### src/rtl/drive_pkg.sv
// Shared encodings for the drive command scheduler.
// Mode codes, the STOP byte, the command prefix and the command bit map.
package drive_pkg;

    typedef enum logic [1:0] {
        MODE_NONE   = 2'b00,
        MODE_MANUAL = 2'b01,
        MODE_SEMI   = 2'b10,
        MODE_AUTO   = 2'b11
    } mode_e;

    typedef enum logic [1:0] {
        ST_IDLE = 2'b00,
        ST_SEND = 2'b01,
        ST_GAP  = 2'b10
    } state_e;

    localparam logic [7:0] STOP_BYTE  = 8'h80;
    localparam logic [1:0] CMD_PREFIX = 2'b10;

    localparam int BIT_FWD     = 0;
    localparam int BIT_BACK    = 1;
    localparam int BIT_LEFT    = 2;
    localparam int BIT_RIGHT   = 3;
    localparam int BIT_PLACE   = 4;
    localparam int BIT_DESTROY = 5;

    function automatic logic prefix_ok(input logic [7:0] b);
        return b[7:6] == CMD_PREFIX;
    endfunction

endpackage

### src/rtl/drive_cmd_scheduler_refresh.sv
// Idle-time counter that flags when the last command must be re-sent.
// Saturates at its terminal count so a pending refresh is never lost.
module cmd_refresh_timer #(
    parameter int REFRESH_CYCLES = 1000000
) (
    input  logic clk,
    input  logic rst,
    input  logic inc_i,
    input  logic clr_i,
    output logic expire_o
);

    localparam int W = (REFRESH_CYCLES > 1) ? $clog2(REFRESH_CYCLES) : 1;
    localparam logic [W-1:0] LAST = W'(REFRESH_CYCLES - 1);

    logic [W-1:0] cnt_q;
    logic [W-1:0] cnt_d;

    assign expire_o = (cnt_q == LAST);

    always_comb begin
        cnt_d = cnt_q;
        if (clr_i) begin
            cnt_d = '0;
        end else if (inc_i && !expire_o) begin
            cnt_d = cnt_q + 1'b1;
        end
    end

    always_ff @(posedge clk or negedge rst) begin
        if (!rst) begin
            cnt_q <= '0;
        end else begin
            cnt_q <= cnt_d;
        end
    end

endmodule

### src/rtl/drive_cmd_scheduler.sv
// Arbitrates the driving-mode sources onto the UART TX byte stream,
// inserting STOP on mode change / power-off and refreshing when idle.
module drive_cmd_scheduler
    import drive_pkg::*;
#(
    parameter int REFRESH_CYCLES = 1000000,
    parameter int GAP_CYCLES     = 16
) (
    input  logic        clk,
    input  logic        rst,
    input  logic        power_on,
    input  logic [1:0]  mode_sel,
    input  logic [2:0]  src_valid,
    input  logic [23:0] src_cmd,
    output logic [2:0]  src_ack,
    output logic        tx_valid,
    output logic [7:0]  tx_data,
    input  logic        tx_ready,
    output logic [1:0]  active_mode,
    output logic        cmd_err
);

    localparam int GW = $clog2(GAP_CYCLES + 1);
    localparam logic [GW-1:0] GAP_LAST = GW'(GAP_CYCLES - 1);

    state_e        state_q;
    mode_e         active_mode_q;
    mode_e         eff_mode;
    logic          power_q;
    logic          stop_pending_q;
    logic          stop_req;
    logic          tx_valid_q;
    logic [7:0]    tx_data_q;
    logic [7:0]    last_sent_q;
    logic [2:0]    src_ack_q;
    logic          cmd_err_q;
    logic [GW-1:0] gap_q;
    logic          sel_valid;
    logic [7:0]    sel_cmd;
    logic [2:0]    sel_ack;
    logic          refresh_due;
    logic          accept;

    assign eff_mode = power_on ? mode_e'(mode_sel) : MODE_NONE;
    assign stop_req = stop_pending_q
                    | (eff_mode != active_mode_q)
                    | (power_q & ~power_on);
    assign accept   = (state_q == ST_SEND) & tx_ready;

    // Only the mode that currently owns the link is looked at.
    always_comb begin
        sel_valid = 1'b0;
        sel_cmd   = STOP_BYTE;
        sel_ack   = 3'b000;
        case (active_mode_q)
            MODE_MANUAL: begin
                sel_valid = src_valid[0];
                sel_cmd   = src_cmd[7:0];
                sel_ack   = 3'b001;
            end
            MODE_SEMI: begin
                sel_valid = src_valid[1];
                sel_cmd   = src_cmd[15:8];
                sel_ack   = 3'b010;
            end
            MODE_AUTO: begin
                sel_valid = src_valid[2];
                sel_cmd   = src_cmd[23:16];
                sel_ack   = 3'b100;
            end
            default: ;
        endcase
    end

    cmd_refresh_timer #(
        .REFRESH_CYCLES(REFRESH_CYCLES)
    ) u_refresh (
        .clk     (clk),
        .rst     (rst),
        .inc_i   (state_q == ST_IDLE),
        .clr_i   (accept),
        .expire_o(refresh_due)
    );

    always_ff @(posedge clk or negedge rst) begin
        if (!rst) begin
            state_q        <= ST_IDLE;
            active_mode_q  <= MODE_NONE;
            power_q        <= 1'b0;
            stop_pending_q <= 1'b0;
            tx_valid_q     <= 1'b0;
            tx_data_q      <= STOP_BYTE;
            last_sent_q    <= STOP_BYTE;
            src_ack_q      <= 3'b000;
            cmd_err_q      <= 1'b0;
            gap_q          <= '0;
        end else begin
            power_q        <= power_on;
            stop_pending_q <= stop_req;
            src_ack_q      <= 3'b000;
            case (state_q)
                ST_IDLE: begin
                    if (stop_req) begin
                        tx_data_q      <= STOP_BYTE;
                        tx_valid_q     <= 1'b1;
                        active_mode_q  <= eff_mode;
                        stop_pending_q <= 1'b0;
                        state_q        <= ST_SEND;
                    end else if (active_mode_q != MODE_NONE && sel_valid) begin
                        src_ack_q <= sel_ack;
                        if (!prefix_ok(sel_cmd)) begin
                            cmd_err_q  <= 1'b1;
                            tx_data_q  <= STOP_BYTE;
                            tx_valid_q <= 1'b1;
                            state_q    <= ST_SEND;
                        end else if (sel_cmd != last_sent_q) begin
                            tx_data_q  <= sel_cmd;
                            tx_valid_q <= 1'b1;
                            state_q    <= ST_SEND;
                        end
                    end else if (refresh_due) begin
                        tx_data_q  <= last_sent_q;
                        tx_valid_q <= 1'b1;
                        state_q    <= ST_SEND;
                    end
                end
                ST_SEND: begin
                    if (tx_ready) begin
                        tx_valid_q  <= 1'b0;
                        last_sent_q <= tx_data_q;
                        gap_q       <= '0;
                        state_q     <= ST_GAP;
                    end
                end
                ST_GAP: begin
                    if (gap_q == GAP_LAST) begin
                        state_q <= ST_IDLE;
                    end else begin
                        gap_q <= gap_q + 1'b1;
                    end
                end
                default: state_q <= ST_IDLE;
            endcase
        end
    end

    assign src_ack     = src_ack_q;
    assign tx_valid    = tx_valid_q;
    assign tx_data     = tx_data_q;
    assign active_mode = active_mode_q;
    assign cmd_err     = cmd_err_q;

endmodule

### config.mk
export PLATFORM = sky130hd
export DESIGN_NAME = drive_cmd_scheduler
export DESIGN_NICKNAME = d
export VERILOG_FILES = /design/src/rtl/drive_pkg.sv /design/src/rtl/drive_cmd_scheduler_refresh.sv /design/src/rtl/drive_cmd_scheduler.sv
export SDC_FILE = /design/constraint.sdc
export NUM_CORES = 1
export LEC_CHECK = 0
export ABC_CLOCK_PERIOD_IN_PS = 2300
export BUFFER_PORTS_ARGS = -buffer_cell sky130_fd_sc_hd__buf_2
export CORE_ASPECT_RATIO = 1.25
export CORE_MARGIN = 4
export CORE_UTILIZATION = 40
export CTS_BUF_LIST = sky130_fd_sc_hd__clkbuf_4 sky130_fd_sc_hd__clkbuf_8 sky130_fd_sc_hd__clkbuf_16
export CTS_CLUSTER_DIAMETER = 200
export DETAILED_ROUTE_END_ITERATION = 16
export SYNTH_ARGS = -nofsm -noshare
export SYNTH_HDL_FRONTEND = slang
export SYNTH_SLANG_ARGS = --single-unit
### constraint.sdc
create_clock -name clk -period 2.3 [get_ports clk]
set_input_delay 0.115 -clock clk [delete_from_list [all_inputs] [get_ports clk]]
set_output_delay 0.115 -clock clk [all_outputs]
set_load 0.01 [all_outputs]
### Yosys cells after proc, flatten, opt, wreduce, memory -nomap -nowiden

Index checks and enable logic that the tools add are counted.

* $add $sub $neg: 2
* equal/unequal tests: 16
* multiplexer cells: 33
* bitwise gates (word level): 7
* reduce and logical (&&, ||, !) cells: 16

Operator list (count)
* two-way mux 20 bit: 2
* two-way mux 8 bit: 5
* case mux 8 bit (3 select lines): 1
* adder 20 x 1 -> 20 bit, second input constant: 1
* equality test 20 bit, second input constant: 1
* two-way mux 2 bit: 8
* AND reduction 4 bit: 3
* two-way mux 5 bit: 2
* case mux 5 bit (2 select lines): 1
* two-way mux 3 bit: 3
* case mux 3 bit (3 select lines): 1
* equality test 2 bit, second input constant: 4
* inequality test 8 bit: 1
* nonzero test 2 bit: 4
* two-way mux 1 bit: 7
* inequality test 2 bit, second input constant: 3
* case mux 2 bit (3 select lines): 1
* AND reduction 3 bit: 2
* adder 5 x 1 -> 5 bit, second input constant: 1
* equality test 5 x 4 -> 1 bit, second input constant: 1
* inequality test 5 bit, second input constant: 1
* equality test 2 x 1 -> 1 bit, second input constant: 2
* inequality test 4 x 3 -> 1 bit, second input constant: 1
* inequality test 4 bit, second input constant: 1
* 11 further kinds: 17

* register bits after elaboration: 52

### Depth between registers and ports, before layout

* word-level depth: 8
* gate-level depth with buffers: 11
* depth with buffers taken out: 7

### Modules after synthesis

From an unflattened synthesis, not the netlist that was laid out.

* cells, all modules: 329
* area total of the unflattened synthesis: 3035.4 sq um

Modules (own cells, without submodules)
* drive_cmd_scheduler: times used 1, cells each 216, area an instance 1936.9 sq um, seq. area each 803.3 sq um
* cmd_refresh_timer: times used 1, cells each 113, area an instance 1098.6 sq um, seq. area each 500.5 sq um

### Worst setup path after synthesis

OpenSTA, ideal clock, no wires.

* kind: reg2reg
* start: register active_mode_q[0], in the netlist active_mode[0]
* end: register tx_data_q[0], in the netlist tx_data[0]
* setup time: 125 ps
* data arrival time: 2252 ps
* data required time: 2175 ps
* path slack: -77 ps
* stages on the path, launching flop included: 7
* cells stage by stage: dfrtp_1 dlygate4sd1_1 a32o_1 or4_1 o311a_1 buf_6 mux2_4

* longest elaborated chain between the ends: 6
* elaborated cells on any way between the ends: 19
* classes of those cells: eq/ne: 7; mux: 6; bitwise: 2; reduce/logical: 4

Ends and longest elaborated chain
* start: declaration: line drive_cmd_scheduler.sv:27 `mode_e active_mode_q;`
* start signal: assignment: line drive_cmd_scheduler.sv:106 `active_mode_q <= eff_mode;`
* branches (longest 6 deep; another with case mux 8 bit (3 select lines))
* end signal: assignment: line drive_cmd_scheduler.sv:117 `tx_data_q <= sel_cmd;`
* end signal: assignment: line drive_cmd_scheduler.sv:122 `tx_data_q <= last_sent_q;`
* end: declaration: line drive_cmd_scheduler.sv:33 `logic [7:0] tx_data_q;`

Parallel ways; which one is timed is not known. The select of a mux whose other input is x is not followed.
A chain may end at the register's enable or synchronous reset.

### Final worst setup path

* start: register active_mode_q[1], in the netlist active_mode[1]
* end: register tx_data_q[4], in the netlist tx_data[4]

The elaborated chain is that of the path after synthesis.

==> results.txt <==
- For this run, the post-layout net count is 432.
* Final core utilization: between 50% and 60%
- Category of cells accounting for the largest share of critical-path delay: simple AND/OR/NAND/NOR gates
- In the finished design, the share of the clock period the worst path needs comes to 108%.
- The number of antenna violations at the first check in global routing was 0.
- Final clock skew: 0.00684 ns
* Most frequent cell after synthesis: sky130_fd_sc_hd__dfrtp_1
* Power per unit of standard cell area: 945 nW/um^2
- Via count of the first global-routing pass: 2,552
- Across all setup checks in the final design, the least slack found is -0.195 ns.
* Top-level port count: 48
* Number of input and output port buffers inserted: between 40 and 50
- In this run the mean area of a mapped cell was 9.47 um^2.
- In the final layout, the share of cells above drive strength 1 is about a third.
- Data arrival time of the critical path: 2.69 ns
- At the later pin of the worst-skew pair, clock insertion delay measures 0.30 ns.
- Internal power comes to 2.25 mW.
- Setup repair after global routing could not meet its margin everywhere.
* Top cells by count, synth: sky130_fd_sc_hd__dfrtp_1, sky130_fd_sc_hd__nand2_1, sky130_fd_sc_hd__nor2_1, sky130_fd_sc_hd__xnor2_1, sky130_fd_sc_hd__nand3_1
* Startpoint kind of the worst setup timing path: flop
- Part of the power in registers: 34.0%
- # diodes: 0
- Aggregate global-route resource usage: 16.4%
- CTS tree: done
- Total via count in the routed design: approximately 2,500
* Number of hold-slack violations in the final timing report: 0
* # DRC: 0
- Leading area contributor after synthesis: sky130_fd_sc_hd__dfrtp_1
* Die area: 9010 um^2
- At the end of routability-driven placement, the weighted congestion stood at between 0.7 and 0.8.
- For this run, the top clock speed supported by timing is 401 MHz.
* Synthesized instance count: 319
* Final setup fails: 10
- The worst setup path is captured at a flop.
- Post-Syn Area: 3020 um^2
* Fraction of synthesized cell area taken by the top area cell type: 41.4%
* Core Footprint: 7360 um^2
- The critical path contains buffers and inverters numbering 2 combined.
- Largest cells by area after synthesis: sky130_fd_sc_hd__dfrtp_1, sky130_fd_sc_hd__nand2_1, sky130_fd_sc_hd__xnor2_1
- Counting every net in the synthesized netlist gives 355.
* CP max FO: 5
- At the pin with the least slew margin, the transition time is 0.663 ns.
- H-Tree Depth: 2
- Most common flop cell mapped by yosys: sky130_fd_sc_hd__dfrtp_1
- After clock tree synthesis, the clock-pin slew on the worst setup and hold paths is 0.10 ns.
- The worst-case IR drop observed on VDD is 0.000388 V.
- In the routed layout, each cell is associated on average with a via count of 5.21.
* Switching power share of the total: 36.6%
* Average wire length per cell after detail routing: about 15 um
- Clock tree synthesis inserted a total of 5 buffers.
- In this run the remaining antenna-violating nets after routing total 0.
- DRT Wirelength: between 7000 and 8000 um
* Combinational share of power: 48.3%
- Leak: 1.76 nW
- The signal on the critical path passes through buf_6 > and2b_2 > a32o_2 > o311ai_2 > or4_4 > o311a_4 > clkbuf_16 > mux2_4.
- The final reports fail on negative setup slack.
- DRC marker count from the first detailed-route iteration: 73
* Cell at the slowest stage of the critical path: sky130_fd_sc_hd__or4_4
- The wire-length estimate of the detail-placed layout is 5300 um.
- The netlist uses 60 different library cells.
- Initial core utilization: between 40% and 50%
- In this run the power spent charging and discharging nets is 1.30 mW.
- The first detailed-routing pass took 4 iterations.
- Min-Delay Path Class: input pin to flop
- Overall die width: 85.7 um
- Post-place setup slack: -0.255 ns
* Max capacitance violation total: 0
- Critical path start-end classification: flop to flop
- FFs w/ async S/R, synth: 100%
- STA puts the critical path data required time at about 2.5 ns.
- Synth warnings: 0
- Root buf cell: sky130_fd_sc_hd__clkbuf_8
* Remaining global-route overflow: 0
- Power share of the clock group: 17.8%
- After synthesis, flip-flops and latches occupy between 40% and 50% of the total area.
- Y dimension of the die: 105 um
* Site row count: 35
- Clock tree sinks: 52
* Number of enable flip-flop cells after synthesis: 0
- Counting flops and latches in the post-synthesis netlist gives 52.
- The area growth from synthesis to layout is 24.5%.
- Buffer levels on the longest clock path: 2
- Crit path time final: 2.49 ns
- Tightest slew margin relative to the limit: 55.8%
- The first global-routing pass estimated about 12,000 um of wire.
- Entering global routing, the biggest net connects 53 pins.
- The number of slew-limit violations in the final report came to 0.
- In this design, the stage delay of the slowest critical-path cell is approximately 0.53 ns.
* Run status: finished with violations
-- power by group through the flow --
| stage | registers (mW) | logic, mW | clock network [mW] |
|---|---|---|---|
| floorplan | 1.21 | 1.00 | 0 |
| global placement | 1.22 | 1.46 | 0 |
| detailed placement | 1.23 | 1.48 | 0 |
| CTS | 1.20 | 1.56 | 0.651 |
| global route | 1.23 | 1.88 | 0.682 |
| finish | 1.21 | 1.71 | 0.631 |
-- state kept, by name, indices dropped and copies added, names as in the netlist, 2 cells and up --
signal	count
state_q	2
gap_q	5
u_refresh.cnt_q	20
src_ack	3
active_mode	2
last_sent_q	8
tx_data	8
-- layer usage --
| metal | track usage [%] | up-vias | wire, um |
|---|---|---|---|
| met4 | 4.41 | 0 | 107 |
| met3 | 2.60 | 13 | 334 |
| met2 | 29.2 | 56 | 3670 |
| met5 | 0 | - | 0 |
| met1 | 20.2 | 1214 | 3070 |
| li1 | - | 1266 | - |
-- final timing paths --
| kind | slack, ns | to | cells past startpoint | from |
|---|---|---|---|---|
| max | -0.19 | tx_data[4] | 8 | active_mode[1] |
| min | 0.12 | active_mode[1] | 3 | mode_sel[1] |
| max reg2reg | -0.19 | tx_data[4] | 8 | active_mode[1] |
| min reg2reg | 0.48 | cmd_err | 1 | cmd_err |
| max in group asynchronous | 1.40 | u_refresh.cnt_q[8] | 3 | rst |
| min in group asynchronous | 0.44 | src_ack[2] | 3 | rst |
-- worst min-delay path, stage by stage --
cell                      delay (ns)
sky130_fd_sc_hd__buf_2          0.11
sky130_fd_sc_hd__nand3_1        0.09
sky130_fd_sc_hd__o21ai_0        0.08
-- what timing repair did --
action | 4_1_cts | 5_1_grt
hold buffers | 1 | 0
gates cloned | 0 | 1
pin swaps | 1 | 3
hold endpoints to repair | 50 | 0
buffers inserted | 4 | 3
setup endpoints to repair | 10 | 10
resized for setup | 6 | 13
-- through the flow --
step / total power [mW] / hold slack (ns) / setup TNS [ns] / std cells / instance area (um^2)
after detailed placement: 2.70 / 0.286 / -2.11 / 472 / 3480
after global routing: 3.79 / 0.147 / -2.23 / 489 / 3760
after global placement: 2.68 / 0.280 / -1.70 / 472 / 3480
final: 3.55 / 0.122 / -1.67 / 489 / 3760
after floorplan: 2.21 / -0.181 / -0.315 / 319 / 3030
after CTS: 3.41 / 0.127 / -1.50 / 485 / 3650
-- cell usage in the layout (no fill, tap or decap), types with 7 or more instances in the layout --
master	Yosys	routed
sky130_fd_sc_hd__buf_2	0	47
sky130_fd_sc_hd__dfrtp_1	50	49
sky130_fd_sc_hd__nand2_1	43	43
sky130_fd_sc_hd__buf_4	1	34
sky130_fd_sc_hd__a21oi_1	7	7
sky130_fd_sc_hd__inv_1	10	10
sky130_fd_sc_hd__nand3_1	16	16
sky130_fd_sc_hd__mux2_4	7	8
sky130_fd_sc_hd__o21ai_0	14	14
sky130_fd_sc_hd__nor2_1	36	35
sky130_fd_sc_hd__xor2_1	7	7
sky130_fd_sc_hd__xnor2_1	17	16
-- final cells by class --
cell class / instances / area [um^2]
clock inverter: 3 / 42.5
sequential: 52 / 1310
fill: 707 / 3600
inverter: 11 / 41.3
clock buffer: 5 / 68.8
tap: 92 / 115
timing repair buffer: 87 / 579
multi-input combinational: 239 / 1610
-- cells by family after synthesis --
logic type / after synthesis / synth area share, %
and+or+nand+nor: 136 / 21.4
AOI/OAI and AO/OA: 57 / 13.3
DFF: 52 / 43.2
buffers and inverters: 28 / 6.01
xor gates and xnor gates: 24 / 6.96
muxes: 19 / 7.99
adders and majority gates: 3 / 1.24
(Power assumes the default switching activity.)
